## config.mk

```make
export PLATFORM = sky130hd
export DESIGN_NAME = fu_issue_arbiter_flat
export DESIGN_NICKNAME = d
export VERILOG_FILES = /design/src/rtl/fu_issue_arbiter_pkg.sv /design/src/rtl/fu_issue_arbiter_if.sv /design/src/rtl/fu_issue_arbiter_rr_arbiter2.sv /design/src/rtl/fu_issue_arbiter.sv /design/src/flat_wrapper.sv
export SDC_FILE = /design/constraint.sdc
export NUM_CORES = 1
export LEC_CHECK = 0
export ABC_AREA = 1
export CORE_UTILIZATION = 47
export CTS_BUF_LIST = sky130_fd_sc_hd__clkbuf_8
export DETAILED_ROUTE_END_ITERATION = 8
export PLACE_DENSITY = 0.84
export SYNTH_ARGS = -nofsm -noshare
export SYNTH_HDL_FRONTEND = slang
export SYNTH_HIERARCHICAL = 1
export SYNTH_SLANG_ARGS = --single-unit
```

## constraint.sdc

```tcl
create_clock -name in_clk -period 1.88 [get_ports in_clk]
set_input_delay 0.376 -clock in_clk [delete_from_list [all_inputs] [get_ports in_clk]]
set_output_delay 0.376 -clock in_clk [all_outputs]
set_load 0.05 [all_outputs]
```

## src/rtl/fu_issue_arbiter_pkg.sv

```systemverilog
// Shared types and defaults for the execution-unit issue arbiter.
package fu_issue_arbiter_pkg;

   localparam int unsigned ROB_IDX_SIZE       = 5;
   localparam int unsigned LS_LATENCY_DEFAULT = 2;
   localparam int unsigned LS_CNT_W           = 3;

   typedef enum logic {
      FU_SEL_ALU = 1'b0,
      FU_SEL_LS  = 1'b1
   } fu_sel_t;

   typedef enum logic {
      ARB_IDLE    = 1'b0,
      ARB_LS_WAIT = 1'b1
   } arb_state_t;

   function automatic logic [LS_CNT_W-1:0] ls_cnt_init(input int unsigned latency);
      return LS_CNT_W'(latency - 1);
   endfunction

endpackage

```

## src/rtl/fu_issue_arbiter_if.sv

```systemverilog
// Request/grant/writeback bundle between the two RSs, the arbiter and the ROB.
interface fu_issue_arbiter_if #(
   parameter int unsigned ROB_IDX_W = fu_issue_arbiter_pkg::ROB_IDX_SIZE
);

   logic                 in_alu_req;
   logic [ROB_IDX_W-1:0] in_alu_rob_idx;
   logic                 in_ls_req;
   logic [ROB_IDX_W-1:0] in_ls_rob_idx;
   logic                 in_flush;
   logic                 out_alu_grant;
   logic                 out_ls_grant;
   logic                 out_fu_alu_start;
   logic                 out_fu_ls_start;
   logic                 out_rob_done;
   logic [ROB_IDX_W-1:0] out_rob_dst_rob_index;
   logic                 out_rob_from_ls;
   logic                 out_busy;

   modport master (
      output in_alu_req, in_alu_rob_idx, in_ls_req, in_ls_rob_idx, in_flush,
      input  out_alu_grant, out_ls_grant, out_fu_alu_start, out_fu_ls_start,
             out_rob_done, out_rob_dst_rob_index, out_rob_from_ls, out_busy
   );

   modport slave (
      input  in_alu_req, in_alu_rob_idx, in_ls_req, in_ls_rob_idx, in_flush,
      output out_alu_grant, out_ls_grant, out_fu_alu_start, out_fu_ls_start,
             out_rob_done, out_rob_dst_rob_index, out_rob_from_ls, out_busy
   );

endinterface

```

## src/rtl/fu_issue_arbiter_rr_arbiter2.sv

```systemverilog
// Two-way round-robin arbiter: bit 0 = ALU, bit 1 = LS; one-hot grant.
module rr_arbiter2
   import fu_issue_arbiter_pkg::*;
(
   input  logic [1:0] req_i,
   input  logic       en_i,
   input  fu_sel_t    last_i,
   output logic [1:0] grant_o
);

   always_comb begin
      grant_o = '0;
      if (en_i) begin
         if (req_i == 2'b11) begin
            grant_o = (last_i == FU_SEL_LS) ? 2'b01 : 2'b10;
         end else begin
            grant_o = req_i;
         end
      end
   end

endmodule

```

## src/rtl/fu_issue_arbiter.sv

```systemverilog
// Issue arbiter for the shared ALU + dmem unit; single ROB writeback port with
// fixed per-class latency.
module fu_issue_arbiter
   import fu_issue_arbiter_pkg::*;
#(
   parameter int unsigned LS_LATENCY = LS_LATENCY_DEFAULT,
   parameter int unsigned ROB_IDX_W  = ROB_IDX_SIZE
) (
   input logic          in_clk,
   input logic          in_rst_n,
   fu_issue_arbiter_if.slave bus
);

   localparam logic [LS_CNT_W-1:0] LS_CNT_INIT = ls_cnt_init(LS_LATENCY);

   arb_state_t           state_q,   state_d;
   logic [LS_CNT_W-1:0]  ls_cnt_q,  ls_cnt_d;
   fu_sel_t              rr_last_q, rr_last_d;
   logic [ROB_IDX_W-1:0] ls_tag_q,  ls_tag_d;
   logic [ROB_IDX_W-1:0] rob_tag_q, rob_tag_d;
   logic                 done_q,    done_d;
   logic                 from_ls_q, from_ls_d;
   logic                 busy_q,    busy_d;
   logic [1:0]           grant;
   logic                 arb_en;

   // Grants are combinational, so reset must gate them directly.
   assign arb_en = in_rst_n && !bus.in_flush && (state_q == ARB_IDLE);

   rr_arbiter2 u_rr (
      .req_i   ({bus.in_ls_req, bus.in_alu_req}),
      .en_i    (arb_en),
      .last_i  (rr_last_q),
      .grant_o (grant)
   );

   assign bus.out_alu_grant         = grant[0];
   assign bus.out_ls_grant          = grant[1];
   assign bus.out_fu_alu_start      = grant[0];
   assign bus.out_fu_ls_start       = grant[1];
   assign bus.out_rob_done          = done_q;
   assign bus.out_rob_dst_rob_index = rob_tag_q;
   assign bus.out_rob_from_ls       = from_ls_q;
   assign bus.out_busy              = busy_q;

   always_comb begin
      state_d   = state_q;
      ls_cnt_d  = ls_cnt_q;
      rr_last_d = rr_last_q;
      ls_tag_d  = ls_tag_q;
      rob_tag_d = rob_tag_q;
      from_ls_d = from_ls_q;
      done_d    = 1'b0;
      if (bus.in_flush) begin
         state_d  = ARB_IDLE;
         ls_cnt_d = '0;
      end else begin
         case (state_q)
            ARB_IDLE: begin
               if (grant[0]) begin
                  rr_last_d = FU_SEL_ALU;
                  done_d    = 1'b1;
                  rob_tag_d = bus.in_alu_rob_idx;
                  from_ls_d = 1'b0;
               end
               if (grant[1]) begin
                  rr_last_d = FU_SEL_LS;
                  state_d   = ARB_LS_WAIT;
                  ls_cnt_d  = LS_CNT_INIT;
                  ls_tag_d  = bus.in_ls_rob_idx;
               end
            end
            ARB_LS_WAIT: begin
               if (ls_cnt_q == '0) begin
                  done_d    = 1'b1;
                  rob_tag_d = ls_tag_q;
                  from_ls_d = 1'b1;
                  state_d   = ARB_IDLE;
               end else begin
                  ls_cnt_d = ls_cnt_q - LS_CNT_W'(1);
               end
            end
            default: state_d = ARB_IDLE;
         endcase
      end
      busy_d = (state_d == ARB_LS_WAIT);
   end

   always_ff @(posedge in_clk or negedge in_rst_n) begin
      if (!in_rst_n) begin
         state_q   <= ARB_IDLE;
         ls_cnt_q  <= '0;
         rr_last_q <= FU_SEL_LS;
         ls_tag_q  <= '0;
         rob_tag_q <= '0;
         done_q    <= 1'b0;
         from_ls_q <= 1'b0;
         busy_q    <= 1'b0;
      end else begin
         state_q   <= state_d;
         ls_cnt_q  <= ls_cnt_d;
         rr_last_q <= rr_last_d;
         ls_tag_q  <= ls_tag_d;
         rob_tag_q <= rob_tag_d;
         done_q    <= done_d;
         from_ls_q <= from_ls_d;
         busy_q    <= busy_d;
      end
   end

endmodule

```

## src/flat_wrapper.sv

```systemverilog
// flat-port wrapper written by rule: the top's interface ports become plain ports
module fu_issue_arbiter_flat import fu_issue_arbiter_pkg::*;
#(
   parameter int unsigned LS_LATENCY = LS_LATENCY_DEFAULT,
   parameter int unsigned ROB_IDX_W  = ROB_IDX_SIZE
)
  (in_clk, in_rst_n, bus_in_alu_req, bus_in_alu_rob_idx, bus_in_ls_req, bus_in_ls_rob_idx, bus_in_flush, bus_out_alu_grant, bus_out_ls_grant, bus_out_fu_alu_start, bus_out_fu_ls_start, bus_out_rob_done, bus_out_rob_dst_rob_index, bus_out_rob_from_ls, bus_out_busy);
  fu_issue_arbiter_if #(.ROB_IDX_W(ROB_IDX_W)) bus_i ();
  input logic in_clk;
  input logic in_rst_n;
  input wire logic [$bits(bus_i.in_alu_req)-1:0] bus_in_alu_req;
  input wire logic [$bits(bus_i.in_alu_rob_idx)-1:0] bus_in_alu_rob_idx;
  input wire logic [$bits(bus_i.in_ls_req)-1:0] bus_in_ls_req;
  input wire logic [$bits(bus_i.in_ls_rob_idx)-1:0] bus_in_ls_rob_idx;
  input wire logic [$bits(bus_i.in_flush)-1:0] bus_in_flush;
  output wire logic [$bits(bus_i.out_alu_grant)-1:0] bus_out_alu_grant;
  output wire logic [$bits(bus_i.out_ls_grant)-1:0] bus_out_ls_grant;
  output wire logic [$bits(bus_i.out_fu_alu_start)-1:0] bus_out_fu_alu_start;
  output wire logic [$bits(bus_i.out_fu_ls_start)-1:0] bus_out_fu_ls_start;
  output wire logic [$bits(bus_i.out_rob_done)-1:0] bus_out_rob_done;
  output wire logic [$bits(bus_i.out_rob_dst_rob_index)-1:0] bus_out_rob_dst_rob_index;
  output wire logic [$bits(bus_i.out_rob_from_ls)-1:0] bus_out_rob_from_ls;
  output wire logic [$bits(bus_i.out_busy)-1:0] bus_out_busy;
  assign bus_i.in_alu_req = bus_in_alu_req;
  assign bus_i.in_alu_rob_idx = bus_in_alu_rob_idx;
  assign bus_i.in_ls_req = bus_in_ls_req;
  assign bus_i.in_ls_rob_idx = bus_in_ls_rob_idx;
  assign bus_i.in_flush = bus_in_flush;
  assign bus_out_alu_grant = bus_i.out_alu_grant;
  assign bus_out_ls_grant = bus_i.out_ls_grant;
  assign bus_out_fu_alu_start = bus_i.out_fu_alu_start;
  assign bus_out_fu_ls_start = bus_i.out_fu_ls_start;
  assign bus_out_rob_done = bus_i.out_rob_done;
  assign bus_out_rob_dst_rob_index = bus_i.out_rob_dst_rob_index;
  assign bus_out_rob_from_ls = bus_i.out_rob_from_ls;
  assign bus_out_busy = bus_i.out_busy;
  fu_issue_arbiter #(.LS_LATENCY(LS_LATENCY), .ROB_IDX_W(ROB_IDX_W)) u_core (.in_clk(in_clk), .in_rst_n(in_rst_n), .bus(bus_i));
endmodule
```

; ---- After elaboration in Yosys (flattened, before gate mapping)
; Index checks and enable logic that the tools add are counted.
[word_totals]
output_inout_bits = 12
reg_bits = 17
elab_cells = 46
input_bits = 15
[op_classes]
n_reduce_logical = 9
add_sub_neg = 1
eq_ne = 5
n_mux = 22
n_bitwise = 2
[ops]
columns = cell, n
row1 = two-way mux 5 bit, 2
row2 = case mux 5 bit (2 select lines), 1
row3 = two-way mux 1 bit, 9
row4 = two-way mux 3 bit, 3
row5 = AND reduction 3 bit, 3
row6 = two-way mux 2 bit, 3
row7 = case mux 1 bit (2 select lines), 3
row8 = case mux 3 bit (2 select lines), 1
row9 = logical NOT 3 bit, 1
row10 = "!= test 3 x 2 -> 1 bit, second input constant", 1
row11 = "!= test 3 bit, second input constant", 1
row12 = "subtractor 3 x 1 -> 3 bit, second input constant", 1
row13 = "== test 2 bit, second input constant", 1
row14 = logical AND 1 bit, 2
row15 = "!= test 2 x 1 -> 1 bit, second input constant", 1
row16 = "!= test 2 bit, second input constant", 1
row17 = inverter 1 bit, 2
row18 = AND reduction 2 bit, 1
row19 = nonzero test 2 bit, 1
row20 = logical NOT 1 bit, 1

; ---- Depth between registers and ports, before layout
[depth]
ltp_word = 7
ltp_mapped = 10
mapped_depth_nobuf = 10

; ---- By module
; Netlist, hierarchy kept.
[modules_own_cells]
columns = module, cells_each, area_per_inst_um2, seq_area_each_um2, instances
row1 = fu_issue_arbiter, 101, 843.3, 426.7, 1
row2 = rr_arbiter2, 5, 21.3, 0.0, 1

; ---- Worst setup path after synthesis
; Ideal clock, no wire load.
[synth_timing]
path_kind = reg2out
from = reg, netlist name u_core/bus.out_busy
to = out bus_out_fu_alu_start
required_ns = 1.504
setup_slack_ns = -0.780
path_stages_with_launch = 6
n_path_buf = 2
t_arrival_ns = 2.284
cell_sequence = dfrtp_1 buf_6 nor2_1 nand2_1 a21oi_1 buf_4
[synth_lines]
columns = item, line_no
row1 = to (decl), flat_wrapper.sv:18  ; output wire logic [$bits(bus_i.out_fu_alu_start)-1:0] bus_out_fu_alu_start;

; ---- Worst setup path after layout
[layout_timing]
from = reg u_core.from_ls_q (netlist: u_core/bus.out_rob_from_ls)
to = out bus_out_rob_from_ls
[layout_lines]
columns = item, line_no
row1 = from (decl), fu_issue_arbiter.sv:22  ; logic from_ls_q, from_ls_d;
row2 = from (signal assigned), fu_issue_arbiter.sv:106  ; from_ls_q <= from_ls_d;
row3 = to (decl), flat_wrapper.sv:22  ; output wire logic [$bits(bus_i.out_rob_from_ls)-1:0] bus_out_rob_from_ls;
; No word-level cell between the ends.

==> results by group <==
Finish
  – Layout cell share with drive strength beyond 1: 19.57%
  – P&R area growth vs syn: 47.18%
  – FF+latch area: 427.9 um2
  – # diodes: 0
  – Multi-input gate area: 375.4 um2
  – Most common cell after layout, fill and taps aside: nand2_1
  – Commonest non-fill, non-tap cells in the layout: 43 x nand2_1, 19 x clkdlybuf4s50_1, 15 x dfrtp_1, 13 x inv_1, 7 x buf_4
  – Nets: about 160
  – Fillers: 143
  – Non-filler cells, final: 163

Worst setup path
  – Crit end category: output pin
  – Critical path type: flop to output pin
  – Critical path's top delay family: buffers and inverters
  – Req. time, crit path: 1.50 ns
  – Crit-path max FO: 2
  – Largest stage delay, worst path: 0.81 ns
  – CP startpoint kind: flop
  – Data arrival, critical path: 1.42 ns
  – Critical path buffers and inverters: 1
  – CP Cell Sequence: clkdlybuf4s50_1
  – Critical-path top delay cell: clkdlybuf4s50_1

Clocking
  – Root buffer cell: clkbuf_8
  – Number of clock sinks: 17
  – CTS tree: built
  – Clock slew at reported path FFs: roughly 0.06 ns
  – H-tree levels: 1
  – Insertion delay of the later-clocked pin in the worst-skew pair: approximately 0.24 ns
  – # hold bufs at CTS: 0
  – TritonCTS Buffers: 3
  – Maximum buffer depth of the clock tree: 2

Drt
  – 1st-iter DRT viols: 12
  – Residual DRC: 0
  – Total wire length: between 1500 and 2000 um
  – WL/cell: 11.56 um
  – Via Count: 769
  – Antenna viol nets, final: 0
  – Vias/cell: 4.718
  – TritonRoute pass-1 iters: 4

STA
  – Hold slack final: 0.2286 ns
  – RSZ-0062 raised after global routing: no
  – Setup Viol. Count Final: 0
  – Final Cycle Share: 95.31%
  – Tmin final: around 1.8 ns
  – Final Slew Violations: 0
  – Tightest Pin Transition: 0.5110 ns
  – Max frequency: 558.1 MHz
  – Worst Skew: 0.002991 ns
  – Final hold violations: 0
  – Worst slew margin: 65.83%

Floorplan
  – Die Span X: 44.89 um
  – Site Rows: 15
  – Core Footprint: approximately 1700 um2
  – Die height: 44.89 um
  – Starting density of the core: 50.07%
  – IO Count: 27
  – Die ar.: between 2000 and 2500 um2

Synthesis
  – Cell count after synthesis: 106
  – Synth Area per Inst: 8.156 um2
  – Syn Nets: around 120
  – Number of synthesized flops with an enable pin: 0
  – FF+latch count, synth: 17
  – Yosys Warn Count: 6
  – Sequential area share after synthesis: 49.35%
  – Synthesized area: ~860 um2
  – Yosys cell types: 18
  – Asr flop ratio synth: 100.0%
  – Ys flop type: dfrtp_1

Run status
  – Status: completed

Global routing
  – Vias in the first global route: 746
  – Initial antenna violation count: 0
  – Largest net degree at the start of global routing: 18
  – All-Layer GR Usage: 21.96%
  – First-pass GRT wire length: 3153 um
  – Gr ovfl total: 0

Power
  – Leak pwr: 0.6564 nW
  – Peak supply drop: 607.9 uV
  – Pwr dens: 976.2 nW/um2

Place
  – Post-DP HPWL: 1485 um
  – Placed Instances: 158
  – GPL Wtd Cong: 0.7649
  – Port bufs: 26

Flow run
  – Max-cap check violation count: 0

Worst hold path
  – Min-Delay Path Class: input pin to async pin
==> state kept, by name, summed over array words and instances, names as in the netlist <==
| signal | cells |
|---|---|
| u_core/bus.out_rob_dst_rob_index | 5 |
| u_core/bus.out_rob_from_ls | 1 |
| u_core/ls_tag_q | 5 |
| u_core/ls_cnt_q | 3 |
| u_core/rr_last_q | 1 |
| u_core/bus.out_busy | 1 |
| u_core/bus.out_rob_done | 1 |
==> cells in the mapped netlist (3+ instances only) <==
cell type | instances | area (um2)
nand2_1 | 44 | 165.2
dfrtp_1 | 16 | 400.4
inv_1 | 12 | 45.04
nand3_1 | 6 | 30.03
o21ai_1 | 5 | 25.02
a21oi_1 | 3 | 15.01
nor2_1 | 3 | 11.26
==> kinds of logic after synthesis <==
family / after synthesis / share of synthesized area (%)
AND/OR/NAND/NOR: 60 / 31.84
adder cells (fa/ha/maj): 2 / 2.894
buffers and inverters: 18 / 10.42
AO/OA/AOI/OAI: 9 / 5.499
flip-flops: 17 / 49.35
==> layout make-up <==
| cell class | instances | area share [%] |
|---|---|---|
| Timing Repair Buffer | 32 | 26.75 |
| Sequential cell | 17 | 33.63 |
| Tap cell | 25 | 2.458 |
| Clock buffer | 3 | 3.245 |
| Clock inverter | 1 | 0.2950 |
| Multi-Input combinational cell | 71 | 29.50 |
| Inverter | 14 | 4.130 |
==> report_power, final <==
| part | total (W) | switching, W | internal [W] |
|---|---|---|---|
| combinational | 0.000485 | 0.000304 | 0.000181 |
| clock | 0.000256 | 0.000112 | 0.000144 |
| sequential | 0.000501 | 0.0000499 | 0.000451 |
==> per-layer routing <==
metal	track usage (%)	part of all wire (%)	vias to the layer above
met5	0	0	-
met4	5.455	0.53	0
met3	3.600	3.5	2
met2	41.18	54	21
met1	25.97	42	355
li1	-	-	391
==> path summary, 6_finish.rpt <==
path / startpoint / to / slack [ns] / cells past startpoint
max: u_core/bus.out_rob_from_ls$_DFFE_PN0P_ / bus_out_rob_from_ls / 0.09 / 1
min: in_rst_n / u_core/bus.out_busy$_DFF_PN0_ / 0.23 / 2
max reg2reg: u_core/bus.out_busy$_DFF_PN0_ / u_core/ls_tag_q[3]$_DFFE_PN0P_ / 0.38 / 7
min reg2reg: u_core/ls_cnt_q[1]$_DFFE_PN0P_ / u_core/ls_cnt_q[1]$_DFFE_PN0P_ / 0.49 / 2
max in group asynchronous: in_rst_n / u_core/rr_last_q$_DFFE_PN1P_ / 1.40 / 2
min in group in_clk: u_core/ls_cnt_q[1]$_DFFE_PN0P_ / u_core/ls_cnt_q[1]$_DFFE_PN0P_ / 0.49 / 2
==> what timing repair did <==
item | 4_1_cts | 5_1_grt
buffers inserted | 1 | 0
setup endpoints to repair | 4 | 0
gates resized for setup | 3 | 0
==> metrics by stage <==
step	area [um2]	setup TNS [ns]	utilization (%)	setup slack (ns)	total power, W
finish	1272	0	73.70	0.08813	0.001242
detailed placement	1220	-0.2207	70.65	-0.05763	0.0009944
global placement	1220	-0.03960	70.65	-0.01615	0.0009764
floorplan	898.4	0	-	0.003426	0.0008063
global route	1272	0	73.70	0.04879	0.001306
CTS	1272	0	73.70	0.07828	0.001253
Power figures use the tool's default switching activity.
